===== config.mk =====
export PLATFORM = sky130hd
export DESIGN_NAME = regfile_we_sync
export DESIGN_NICKNAME = d
export VERILOG_FILES = /design/src/rtl/regfile_we_sync.sv
export SDC_FILE = /design/constraint.sdc
export NUM_CORES = 1
export LEC_CHECK = 0
export BUFFER_PORTS_ARGS = -buffer_cell sky130_fd_sc_hd__buf_2
export CELL_PAD_IN_SITES_DETAIL_PLACEMENT = 2
export CELL_PAD_IN_SITES_GLOBAL_PLACEMENT = 2
export CORE_AREA = 2 2 87 89
export DETAILED_ROUTE_END_ITERATION = 7
export DIE_AREA = 0 0 89 91
export PLACE_DENSITY_LB_ADDON = 0.1
export SLEW_MARGIN = 30
export SYNTH_ARGS = -nofsm -noshare
export SYNTH_HDL_FRONTEND = slang
export SYNTH_SLANG_ARGS = --single-unit

===== constraint.sdc =====
create_clock -name clk -period 2.4 [get_ports clk]
set_input_delay 0.12 -clock clk [delete_from_list [all_inputs] [get_ports clk]]
set_output_delay 0.12 -clock clk [all_outputs]
set_load 0.03 [all_outputs]

===== src/rtl/regfile_we_sync.sv =====
// regfile_we_sync
// Clocked write side of a 74HCT670-style register file. The asynchronous
// active-low write strobe is double-synchronised into the clk domain and its
// low width is measured in clock cycles. The held address/data is committed on
// the strobe's rising edge only when the pulse was at least MIN_LOW_CYCLES
// long; shorter pulses are rejected and flagged.
//
// Ports:
//   clk          system clock, rising-edge active
//   _reset       asynchronous active-low reset
//   _we          asynchronous active-low write strobe
//   wr_addr      write address (stable from strobe fall through commit-1)
//   wr_data      write data (same stability rule)
//   rd_addr      read address
//   rd_data      mem[rd_addr], combinational, no write bypass
//   wr_done      one-cycle pulse per committed write
//   short_pulse  one-cycle pulse per rejected (too-short) write
//   short_err    sticky flag of any rejected write, cleared by reset only
//   write_count  committed-write counter, wraps 255 -> 0
module regfile_we_sync #(
  parameter int WIDTH          = 8,
  parameter int ADDR_BITS      = 2,
  parameter int MIN_LOW_CYCLES = 2
) (
  input  logic                 clk,
  input  logic                 _reset,
  input  logic                 _we,
  input  logic [ADDR_BITS-1:0] wr_addr,
  input  logic [WIDTH-1:0]     wr_data,
  input  logic [ADDR_BITS-1:0] rd_addr,
  output logic [WIDTH-1:0]     rd_data,
  output logic                 wr_done,
  output logic                 short_pulse,
  output logic                 short_err,
  output logic [7:0]           write_count
);

  localparam int DEPTH = 1 << ADDR_BITS;
  localparam logic [7:0] MIN_LOW = 8'(MIN_LOW_CYCLES);

  typedef enum logic {
    IDLE = 1'b0,
    LOW  = 1'b1
  } state_t;

  state_t                 state, state_next;
  logic                   s1, s2;
  logic [7:0]             low_count, low_count_next;
  logic [ADDR_BITS-1:0]   hold_addr, hold_addr_next;
  logic [WIDTH-1:0]       hold_data, hold_data_next;
  logic                   commit, reject;
  logic [WIDTH-1:0]       mem [DEPTH];

  // Two-flop synchroniser; idle level of the strobe is high.
  always_ff @(posedge clk or negedge _reset) begin
    if (!_reset) begin
      s1 <= 1'b1;
      s2 <= 1'b1;
    end else begin
      s1 <= _we;
      s2 <= s1;
    end
  end

  // Next-state, width measurement and commit/reject decision.
  always_comb begin
    state_next     = state;
    low_count_next = low_count;
    hold_addr_next = hold_addr;
    hold_data_next = hold_data;
    commit         = 1'b0;
    reject         = 1'b0;
    case (state)
      IDLE: begin
        if (!s2) begin
          state_next     = LOW;
          low_count_next = 8'd1;
          hold_addr_next = wr_addr;
          hold_data_next = wr_data;
        end else begin
          state_next = IDLE;
        end
      end
      LOW: begin
        if (!s2) begin
          // Saturate so a very long pulse still counts as valid.
          if (low_count != 8'hFF) begin
            low_count_next = low_count + 8'd1;
          end else begin
            low_count_next = low_count;
          end
          // Last capture before the rising edge wins.
          hold_addr_next = wr_addr;
          hold_data_next = wr_data;
        end else begin
          if (low_count >= MIN_LOW) begin
            commit = 1'b1;
          end else begin
            reject = 1'b1;
          end
          state_next     = IDLE;
          low_count_next = 8'd0;
        end
      end
      default: begin
        state_next     = IDLE;
        low_count_next = 8'd0;
      end
    endcase
  end

  // FSM state, width counter and held write operands.
  always_ff @(posedge clk or negedge _reset) begin
    if (!_reset) begin
      state     <= IDLE;
      low_count <= 8'd0;
      hold_addr <= '0;
      hold_data <= '0;
    end else begin
      state     <= state_next;
      low_count <= low_count_next;
      hold_addr <= hold_addr_next;
      hold_data <= hold_data_next;
    end
  end

  // Registered status pulses, sticky error and commit counter.
  always_ff @(posedge clk or negedge _reset) begin
    if (!_reset) begin
      wr_done     <= 1'b0;
      short_pulse <= 1'b0;
      short_err   <= 1'b0;
      write_count <= 8'd0;
    end else begin
      wr_done     <= commit;
      short_pulse <= reject;
      if (reject) begin
        short_err <= 1'b1;
      end
      if (commit) begin
        write_count <= write_count + 8'd1;
      end
    end
  end

  // Register file storage; written only on a committed pulse.
  always_ff @(posedge clk or negedge _reset) begin
    if (!_reset) begin
      for (int i = 0; i < DEPTH; i++) begin
        mem[i] <= '0;
      end
    end else begin
      if (commit) begin
        mem[hold_addr] <= hold_data;
      end
    end
  end

  assign rd_data = mem[rd_addr];

endmodule


==> metrics.log, run 1 <==
INFO  metric run_status = finished clean
INFO  metric critPathTopFamily = simple AND/OR/NAND/NOR gates
INFO  metric dieHeight = 91 µm
INFO  metric finalHoldViolations = 0
INFO  metric fin_crit = 2150 ps
INFO  metric route.met3.wl = 220 µm
INFO  metric place_inst = 327
INFO  metric syn_avg_cell_area = 14.4 µm²
INFO  metric largest_net_degree_at_the_start_of_global_routing = 26
INFO  metric postSynth.asyncResetShare = 1.00
INFO  metric arrival_time_at_the_worst_endpoint = 2390 ps
INFO  metric dr.max_layer_used = met4
INFO  metric finalMaxSlewViolations = 0
INFO  metric ir_drop = 0.546 mV
INFO  metric die_x = 89 µm
INFO  metric worst_skew_pair.late_latency = 360 ps
INFO  metric timing.final.crit_share = 0.897
INFO  metric floorplan.io_pins = 34
INFO  metric initialDrtViolationCount = 26
INFO  metric p_leak = 0.00160 µW
INFO  metric synth_mux_area_frac = 0.239
INFO  metric synth_top_family_by_area = multiplexers
INFO  metric number_of_global_route_vias_before_repair = 2,121
INFO  metric finalWirelength = 6940 µm
INFO  metric synth_top_cell_by_area = dfrtp_1
INFO  metric ant_nets = 0
INFO  metric drt-vias-per-instance = 5.17
INFO  metric cts_htree_levels = 3
INFO  metric seq_area_frac_synth = 0.561
INFO  metric detailed_place_hpwl = 4730 µm
INFO  metric crit_chain = inv_1 > ha_1 > nor4_2 > a21o_1 > nor3b_4 > mux2_2
INFO  metric grt_pass1_wl = 11,600 µm
INFO  metric drv.max_cap_violation_count = 0
INFO  metric synth_top_cells_by_area = dfrtp_1 54%, mux2_2 13%, mux4_2 6.3%
INFO  metric synth_fa_ha_area_frac = 0.0131
INFO  metric synthDistinctLibCells = 38
INFO  metric critical-path-slowest-cell = nor3b_4
INFO  metric worstSetupEndpointType = register
INFO  metric finalWorstSetupSlack = 247 ps
INFO  metric worst_hold_path_type = in2reg
INFO  metric met2_length = 3620 µm
INFO  metric net_count_of_the_mapped_netlist = 217
INFO  metric diodes = 0
INFO  metric fraction_of_layout_instances_using_a_drive_strength_above_1 = 0.443
INFO  metric dp_slack = 233 ps
INFO  metric critical_path.max_stage_delay = 550 ps
INFO  metric post_synth_and_or_nand_nor_area_fraction = 0.0988
INFO  metric setup_viol = 0
INFO  metric synth.top_cell.area_share = 0.542
INFO  metric numPortBuffers = 33
INFO  metric finalPower = 3740 µW
INFO  metric cts_sinks = 64
INFO  metric slew_at_the_pin_closest_to_its_max_slew_limit = 642 ps
INFO  metric cp.required = 2630 ps
INFO  metric grt.overflow.total = 0
INFO  metric clock_path_buffers = 2
INFO  metric synth-seq-cells = 64
INFO  metric die_area = 0.00810 mm²
INFO  metric achievable-frequency = 0.465 GHz
INFO  metric relSlewSlack = 0.570
INFO  metric pwr_density_cell = 1070 mW/mm²
INFO  metric clkTransAtPathRegs = 80 ps
INFO  metric initial_core_util = 0.401
INFO  metric total_clock_buffers_created_by_cts = 9
INFO  metric place_congestion = 0.774
INFO  metric clock-skew-final = 11.7 ps
INFO  metric crit_path_max_fanout = 8
INFO  metric layout-area-overhead-vs-synth = 21.8%
INFO  metric clock-root-buffer = clkbuf_8
INFO  metric drc_errors = 0
INFO  metric grt.total_usage = 0.196
INFO  metric layoutNonFillerInstCount = 354
INFO  metric placeableCoreArea = 0.00714 mm²
INFO  metric final_nets = 268
INFO  metric worstPathBufferInverterCount = 1
INFO  metric critical_path.startpoint_type = register
INFO  metric placement_rows = 31
INFO  metric number_of_synthesized_flops_with_an_enable_pin = 0
INFO  metric postSynthCellCount = 199
INFO  metric finalSetupTns = 0 ps
INFO  metric cts_tree = done
INFO  metric router_iterations_before_antenna_repair = 4
INFO  metric ys_dominant_reg_cell = dfrtp_1
INFO  metric netlist_area = 0.00286 mm²
INFO  metric grt_setup_unrepaired = false
INFO  metric routed-via-count = 1,829
INFO  metric route.layer.met1.wl = 2960 µm
INFO  metric post_drt_wl_per_cell = 19.6 µm
INFO  metric grt_antenna_before_repair = 0
INFO  metric synthXorXnorAreaFrac = 0.0245
INFO  metric synth_compound_gate_area_share = 0.0420
INFO  metric ys.warnings.count = 0
INFO  metric crit_type = reg2reg
==> kinds of logic (layout without fill, tap and decap cells) <==
kind of cell,Yosys count,count (layout)
flops,64,64
simple gates,43,43
fa+ha+maj,3,3
xor+xnor,8,8
buf+inv,12,68
mux,50,50
compound gates,19,19
==> timing repair <==
action,4_1_cts,5_1_grt
buffers inserted,0,0
hold endpoints to repair,27,0
gates resized for setup,0,0
hold buffers,11,0
==> layer usage <==
layer  vias up  GRT usage
met3        13     0.0518
met2        34      0.323
met5         -          0
met1       957      0.244
li1        825          -
met4         0     0.0721
==> where the power goes <==
group | internal, µW | leakage (µW) | switching (µW)
registers | 1400 | 0.000800 | 237
clock network | 691 | 0.000119 | 449
logic | 492 | 0.000682 | 475
total | 2580 | 0.00160 | 1160
==> worst paths after layout <==
kind                                     startpoint                  endpoint  slack, ps  depth (start not counted)
max reg2reg                low_count[0]$_DFFE_PN0P_        mem[8]$_DFFE_PN0P_        250                          6
max                        low_count[0]$_DFFE_PN0P_        mem[8]$_DFFE_PN0P_        250                          6
min reg2reg                            s1$_DFF_PN1_              s2$_DFF_PN1_        370                          0
max in group asynchronous                    _reset              s1$_DFF_PN1_       1370                          3
min in group asynchronous                    _reset  hold_data[6]$_DFFE_PN0N_        270                          2
min                                      wr_addr[1]  hold_addr[1]$_DFFE_PN0N_          7                          2
==> through the flow <==
stage / instance area (µm²) / utilization / hold WS (ps)
global placement: 3130 / 0.439 / 114
finish: 3480 / 0.488 / 6.66
floorplan: 2860 / - / -176
detailed placement: 3130 / 0.439 / 126
global route: 3480 / 0.488 / 0.265
CTS: 3480 / 0.488 / 0.312
==> flip-flops by register name, indices dropped and copies added (netlist names) <==
signal       cells
hold_data        8
low_count        8
short_err        1
write_count      8
state            1
hold_addr        2
wr_done          1
s1               1
short_pulse      1
mem             32
s2               1
==> cell type report <==
type	count	area, µm²
inverters	5	21.3
fillers	709	3650
multi-input cells	123	1190
flip-flops and latches	64	1600
repair buffers	47	298
clock buffers	9	124
well taps	99	124
clock inverters	7	120
==> cell usage after synthesis, types with 4 or more instances <==
cell type,n
a21o_1,5
a21oi_1,5
dfrtp_1,62
inv_1,4
mux2_2,34
mux2_4,8
mux4_2,8
nand2_1,12
nor3_1,4
o21ai_0,5
xnor2_1,7
==> layout by cell type (no fill, tap or decap), types with 2 or more instances in the layout <==
cell type and count:
dfrtp_1 62, mux2_2 34, buf_2 33, nand2_1 12, dlygate4sd3_1 11, clkbuf_8 9
mux4_2 8, mux2_4 8, xnor2_1 7, a21o_1 5, o21ai_0 5, a21oi_1 5
inv_1 4, nor3_1 4, nand2b_1 3, nand3_1 3, and3_1 3, nand4_1 3
ha_1 3, bufinv_16 3, buf_4 3, nor4_2 2, and4_1 2, nor2b_1 2
nor3b_4 2, clkinv_4 2, dfstp_2 2
Note: power is estimated with default switching activity, not from simulation.
==> run 2, diff against run 1 <==
--- a/config.mk
+++ b/config.mk
@@ -8,11 +8,14 @@
 export BUFFER_PORTS_ARGS = -buffer_cell sky130_fd_sc_hd__buf_2
 export CELL_PAD_IN_SITES_DETAIL_PLACEMENT = 2
 export CELL_PAD_IN_SITES_GLOBAL_PLACEMENT = 2
-export CORE_AREA = 2 2 87 89
+export CORE_AREA = 2 2 86 88
+export CTS_BUF_LIST = sky130_fd_sc_hd__clkbuf_8
 export DETAILED_ROUTE_END_ITERATION = 7
-export DIE_AREA = 0 0 89 91
+export DIE_AREA = 0 0 88 90
 export PLACE_DENSITY_LB_ADDON = 0.1
+export RECOVER_POWER = 50
 export SLEW_MARGIN = 30
 export SYNTH_ARGS = -nofsm -noshare
 export SYNTH_HDL_FRONTEND = slang
 export SYNTH_SLANG_ARGS = --single-unit
+export TNS_END_PERCENT = 100
==> run 2 against run 1 <==
  * The flow now finishes with violations (max-capacitance violations, max-slew violations)
  * Largest cell class unchanged
  * Via count is 2.8% lower
  * Highest routed layer unchanged
  * Largest power group unchanged
  * Maximum frequency is 0.32% higher
  * Worst setup slack better by 6.9 ps
  * First-iteration DRC count is 110% higher
  * Clock-buffer cell count is 2 higher
==> metrics.log, run 2 (synthesized netlist as in run 1, its figures left out) <==
INFO  metric finalPower = 3490 µW
INFO  metric pwr_density_cell = 1040 mW/mm²
INFO  metric finalSetupTns = 0 ps
INFO  metric initial_core_util = 0.408
INFO  metric slew_at_the_pin_closest_to_its_max_slew_limit = 1670 ps
INFO  metric fraction_of_power_consumed_by_combinational_cells = 0.268
INFO  metric worst_reg2reg_startpoint = low_count[0]$_DFFE_PN0P_
INFO  metric die_area = 0.00792 mm²
INFO  metric number_of_global_route_vias_before_repair = 2,118
INFO  metric post_drt_wl_per_cell = 18.9 µm
INFO  metric crit_type = reg2reg
INFO  metric fin_crit = 2150 ps
INFO  metric achievable-frequency = 0.466 GHz
INFO  metric rrSetupSlack = 250 ps
INFO  metric diodes = 0
INFO  metric multi_input_comb_area = 0.00119 mm²
INFO  metric clock-skew-final = 7.05 ps
INFO  metric critical-path-slowest-cell = nor3b_4
INFO  metric dp_slack = 239 ps
INFO  metric drv.max_cap_violation_count = 1
INFO  metric crit_path_max_fanout = 8
INFO  metric finalMaxSlewViolations = 31
INFO  metric post-cts-setup-buffers = 0
INFO  metric layout-area-overhead-vs-synth = 16.8%
INFO  metric clock_path_buffers = 2
INFO  metric clock-root-buffer = clkbuf_8
INFO  metric place_congestion = 0.780
INFO  metric critical_path.max_stage_delay = 560 ps
INFO  metric intPower = 2400 µW
INFO  metric cts_tree = done
INFO  metric power.switching = 1090 µW
INFO  metric p_leak = 0.00152 µW
INFO  metric crit_chain = inv_1 > ha_1 > nor4_2 > a21o_1 > nor3b_4 > mux2_2
INFO  metric finalWorstSetupSlack = 254 ps
INFO  metric critical_path.startpoint_type = register
INFO  metric drc_errors = 0
INFO  metric numPortBuffers = 33
INFO  metric crit_path_start = low_count[0]$_DFFE_PN0P_
INFO  metric placeableCoreArea = 0.00702 mm²
INFO  metric finalWirelength = 6560 µm
INFO  metric dieHeight = 90 µm
INFO  metric hold_start = wr_addr[1]
INFO  metric switching_share = 0.312
INFO  metric router_iterations_before_antenna_repair = 3
INFO  metric grt_setup_unrepaired = false
INFO  metric floorplan.io_pins = 34
INFO  metric detailed_place_hpwl = 4630 µm
INFO  metric seq_power_share = 0.466
INFO  metric cts_sinks = 64
INFO  metric largest_register_by_flop_count = mem
INFO  metric pwr-share-clk = 0.265
INFO  metric failed_checks = max-capacitance violations, max-slew violations
INFO  metric cts_htree_levels = 3
INFO  metric initialDrtViolationCount = 54
INFO  metric worst_hold_path_type = in2reg
INFO  metric fillerInstances = 697
INFO  metric grt.overflow.total = 0
INFO  metric ir_drop = 0.608 mV
INFO  metric drt-vias-per-instance = 5.14
INFO  metric die_x = 88 µm
INFO  metric mostFrequentLayoutCell = dfrtp_1
INFO  metric finalHoldViolations = 0
INFO  metric regArea = 0.00160 mm²
INFO  metric fraction_of_layout_instances_using_a_drive_strength_above_1 = 0.401
INFO  metric grt_antenna_before_repair = 0
INFO  metric total_clock_buffers_created_by_cts = 9
INFO  metric clkTransAtPathRegs = 70 ps
INFO  metric leading_cell_types_in_the_layout_fill_and_taps_excluded = 62 x dfrtp_1, 34 x mux2_2, 21 x buf_2
INFO  metric flip_flop_count_of_the_largest_register_all_copies_and_words_added = 32
INFO  metric run_status = finished, violations left
INFO  metric routed-via-count = 1,777
INFO  metric arrival_time_at_the_worst_endpoint = 2360 ps
INFO  metric grt.total_usage = 0.188
INFO  metric final_nets = 260
INFO  metric grt_pass1_wl = 11,200 µm
INFO  metric relSlewSlack = -0.112
INFO  metric timing.final.crit_share = 0.894
INFO  metric largest_net_degree_at_the_start_of_global_routing = 31
INFO  metric worst_skew_pair.late_latency = 340 ps
INFO  metric ant_nets = 0
INFO  metric setup_viol = 0
INFO  metric cp.required = 2620 ps
INFO  metric worstSetupEndpointType = register
INFO  metric placement_rows = 31
## run 2: changes by cell type in the layout (fill, tap and decap cells not counted), sizes merged
cell	previous run	this run
inv	5	7
buf	36	23
clkbuf	9	24
bufinv	3	1
dlygate4sd3	11	3
clkinvlp	1	0
clkinv	3	2
## run 2: cell type report
class	instances	share of cell area
Clock buffer	11	0.0453
Clock inverter	5	0.0142
Tap cell	99	0.0371
Multi-Input combinational cell	123	0.357
Sequential cell	64	0.480
Inverter	5	0.00636
Timing Repair Buffer	39	0.0599
## run 2: worst max-delay path, delay by kind of cell (launching register included)
family / cells / cell delay [ps]
simple gates: 2 / 610
mux: 1 / 410
flops: 1 / 400
compound gates: 1 / 300
fa+ha+maj: 1 / 190
buf+inv: 1 / 110
## run 2: final timing paths
kind | to | cells past startpoint
max | mem[19]$_DFFE_PN0P_ | 6
min in group asynchronous | low_count[5]$_DFFE_PN0P_ | 2
min | hold_addr[1]$_DFFE_PN0N_ | 2
max in group asynchronous | s2$_DFF_PN1_ | 3
max reg2reg | mem[19]$_DFFE_PN0P_ | 6
min reg2reg | s2$_DFF_PN1_ | 0
## run 2: routing by layer
layer,vias to the layer above,track usage,wire [µm]
met1,932,0.222,2680
li1,813,-,-
met2,23,0.333,3630
met3,9,0.0303,130
met4,0,0.0731,109
met5,-,0,0
## run 2: metrics by stage
stage	hold WS [ps]	instance area, µm²	utilization	instances
2_1_floorplan	-176	2860	-	199
3_3_place_gp	199	3130	0.446	327
3_5_place_dp	211	3130	0.446	327
4_1_cts	2.06	3360	0.479	346
5_1_grt	12.3	3340	0.476	346
6_report	12.4	3340	0.476	346
## run 2: repair_timing
action                     in CTS  in global routing
gates resized for setup         0                  0
hold buffers                    3                  0
setup endpoints to repair       0                  0
hold endpoints to repair       30                  0
## run 2: power groups by stage
stage	Combinational [µW]	Sequential (µW)	Clock (µW)
final	936	1630	925
after global routing	1020	1680	994
after CTS	965	1630	957
after detailed placement	954	1640	0
after global placement	913	1610	0
after floorplan	677	1620	0
==> run 3, diff against run 2 <==
--- a/config.mk
+++ b/config.mk
@@ -5,13 +5,12 @@
 export SDC_FILE = /design/constraint.sdc
 export NUM_CORES = 1
 export LEC_CHECK = 0
+export ABC_AREA = 1
 export BUFFER_PORTS_ARGS = -buffer_cell sky130_fd_sc_hd__buf_2
-export CELL_PAD_IN_SITES_DETAIL_PLACEMENT = 2
-export CELL_PAD_IN_SITES_GLOBAL_PLACEMENT = 2
-export CORE_AREA = 2 2 86 88
+export CORE_AREA = 2 2 77 79
 export CTS_BUF_LIST = sky130_fd_sc_hd__clkbuf_8
 export DETAILED_ROUTE_END_ITERATION = 7
-export DIE_AREA = 0 0 88 90
+export DIE_AREA = 0 0 79 81
 export PLACE_DENSITY_LB_ADDON = 0.1
 export RECOVER_POWER = 50
 export SLEW_MARGIN = 30
==> run 3 against run 2 <==
  * The flow still finishes with violations (max-capacitance violations, max-slew violations)
  * Critical path depth up 2
  * Utilization increased by 15 points
  * Hold slack gained 350 ps
  * Routed wire length up 4.2%
  * Maximum frequency up 14%
  * Largest power group unchanged
==> metrics.log, run 3 <==
INFO  metric cts_sinks = 64
INFO  metric synthDistinctLibCells = 25
INFO  metric mostFrequentLayoutCell = nand2_1
INFO  metric drv.max_cap_violation_count = 1
INFO  metric synth.top_cell.area_share = 0.519
INFO  metric synth.top_cells.by_count = 139 x nand2_1, 62 x dfrtp_1, 43 x nand3_1, 34 x nor2_1, 19 x o21ai_0
INFO  metric achievable-frequency = 0.530 GHz
INFO  metric layout-area-overhead-vs-synth = 18.1%
INFO  metric fillerInstances = 543
INFO  metric fraction_of_layout_instances_using_a_drive_strength_above_1 = 0.145
INFO  metric placement_rows = 28
INFO  metric clock-skew-final = 5.47 ps
INFO  metric worstSetupEndpointType = register
INFO  metric finalHoldViolations = 0
INFO  metric syn_avg_cell_area = 8.21 µm²
INFO  metric crit_type = reg2reg
INFO  metric dieHeight = 81 µm
INFO  metric number_of_synthesized_flops_with_an_enable_pin = 0
INFO  metric clock_path_buffers = 2
INFO  metric ir_drop = 0.728 mV
INFO  metric post_drt_wl_per_cell = 13.7 µm
INFO  metric slew_at_the_pin_closest_to_its_max_slew_limit = 1560 ps
INFO  metric router_iterations_before_antenna_repair = 4
INFO  metric synth_top_cell_by_area = dfrtp_1
INFO  metric grt_pass1_wl = 11,500 µm
INFO  metric timing.final.crit_share = 0.786
INFO  metric ant_nets = 0
INFO  metric finalWirelength = 6830 µm
INFO  metric cts_hold_buf = 12
INFO  metric synth_top_cells_by_area = dfrtp_1 52%, nand2_1 17%, nand3_1 7.2%
INFO  metric crit_path_max_fanout = 25
INFO  metric pwr_density_cell = 841 mW/mm²
INFO  metric seq_area_frac_synth = 0.537
INFO  metric post-cts-setup-buffers = 0
INFO  metric dp_slack = 521 ps
INFO  metric run_status = finished, violations left
INFO  metric netlist_area = 0.00299 mm²
INFO  metric finalPower = 2970 µW
INFO  metric postSynth.asyncResetShare = 1.00
INFO  metric initial_core_util = 0.526
INFO  metric place_congestion = 0.899
INFO  metric finalSetupTns = 0 ps
INFO  metric top_usage_layer = met2
INFO  metric grt_setup_unrepaired = false
INFO  metric relSlewSlack = -0.0400
INFO  metric use_met2 = 0.394
INFO  metric failed_checks = max-capacitance violations, max-slew violations
INFO  metric grt_antenna_before_repair = 0
INFO  metric cp.required = 2680 ps
INFO  metric placeableCoreArea = 0.00568 mm²
INFO  metric met1_usage = 0.310
INFO  metric worst_skew_pair.late_latency = 330 ps
INFO  metric largest_net_degree_at_the_start_of_global_routing = 65
INFO  metric ys.warnings.count = 0
INFO  metric setup_viol = 0
INFO  metric synth.most_common_cell = nand2_1
INFO  metric use_met3 = 0.0400
INFO  metric die_area = 0.00640 mm²
INFO  metric drc_errors = 0
INFO  metric final_nets = 435
INFO  metric cts_htree_levels = 3
INFO  metric diodes = 0
INFO  metric cts_tree = done
INFO  metric total_clock_buffers_created_by_cts = 9
INFO  metric floorplan.io_pins = 34
INFO  metric clock-root-buffer = clkbuf_8
INFO  metric detailed_place_hpwl = 4330 µm
INFO  metric die_x = 79 µm
INFO  metric net_count_of_the_mapped_netlist = 382
INFO  metric routed-via-count = 2,536
INFO  metric number_of_global_route_vias_before_repair = 2,413
INFO  metric finalWorstSetupSlack = 512 ps
INFO  metric postSynthCellCount = 364
INFO  metric arrival_time_at_the_worst_endpoint = 2160 ps
INFO  metric p_leak = 0.00184 µW
INFO  metric flip_flop_count_of_the_largest_register_all_copies_and_words_added = 32
INFO  metric numPortBuffers = 33
INFO  metric grt.overflow.total = 0
INFO  metric finalMaxSlewViolations = 65
INFO  metric worst_hold_path_type = reg2reg
INFO  metric largest_register_by_flop_count = mem
INFO  metric synth-seq-cells = 64
INFO  metric critical_path.startpoint_type = register
INFO  metric drt-vias-per-instance = 5.10
INFO  metric initialDrtViolationCount = 187
INFO  metric leading_cell_types_in_the_layout_fill_and_taps_excluded = 139 x nand2_1, 62 x dfrtp_1, 43 x nand3_1
INFO  metric cts.repair.resized = 0
INFO  metric grt.total_usage = 0.238
INFO  metric ys_dominant_reg_cell = dfrtp_1
INFO  metric clkTransAtPathRegs = 70 ps
INFO  metric fin_crit = 1890 ps
==> run 3: power by group <==
part | internal (µW) | total (µW) | leakage (µW) | switching (µW)
logic | 218 | 601 | 0.000898 | 384
clock network | 526 | 922 | 0.000112 | 396
registers | 1300 | 1450 | 0.000827 | 148
total | 2040 | 2970 | 0.00184 | 928
==> run 3: worst paths after layout <==
path,slack (ps),endpoint,startpoint,depth (start not counted)
max,510,mem[29]$_DFFE_PN0P_,low_count[0]$_DFFE_PN0P_,8
min,360,s2$_DFF_PN1_,s1$_DFF_PN1_,0
max reg2reg,510,mem[29]$_DFFE_PN0P_,low_count[0]$_DFFE_PN0P_,8
min reg2reg,360,s2$_DFF_PN1_,s1$_DFF_PN1_,0
max in group asynchronous,660,mem[14]$_DFFE_PN0P_,_reset,3
min in group asynchronous,790,mem[2]$_DFFE_PN0P_,_reset,3
==> run 3: area by class of cell <==
| class | count | area [µm²] | share of cell area |
|---|---|---|---|
| well taps | 75 | 93.8 | 0.0266 |
| multi-input cells | 275 | 1250 | 0.355 |
| inverters | 16 | 60.1 | 0.0170 |
| repair buffers | 51 | 320 | 0.0907 |
| clock inverters | 5 | 47.5 | 0.0135 |
| flip-flops and latches | 64 | 1600 | 0.454 |
| clock buffers | 11 | 151 | 0.0429 |
==> run 3: kinds of logic after synthesis <==
logic type,Yosys count,share of synthesized area
buf+inv,25,0.0440
compound gates,35,0.0632
flops,64,0.537
simple gates,230,0.323
fa+ha+maj,3,0.0126
xor+xnor,7,0.0205
==> run 3: routing by layer <==
layer,part of all wire,vias to the layer above,wire length (µm)
met5,0,-,0
li1,-,1278,-
met3,0.046,5,317
met2,0.51,60,3500
met4,0.011,0,78
met1,0.43,1193,2940
==> run 3: metrics by stage <==
stage	utilization	instance area, µm²	hold WS (ps)	std cells
floorplan	-	2990	-176	364
CTS	0.626	3550	340	497
finish	0.622	3530	358	497
detailed placement	0.570	3230	163	469
global placement	0.570	3230	164	469
global route	0.622	3530	367	497
==> run 3: critical path, cell delays in order, from the launching register on <==
cell and delay, ps:
dfrtp_1 410, inv_1 100, ha_1 150, nor2_1 50, nand4_2 110, nor2b_4 440
buf_4 360, nand3_1 120, nand2_1 80
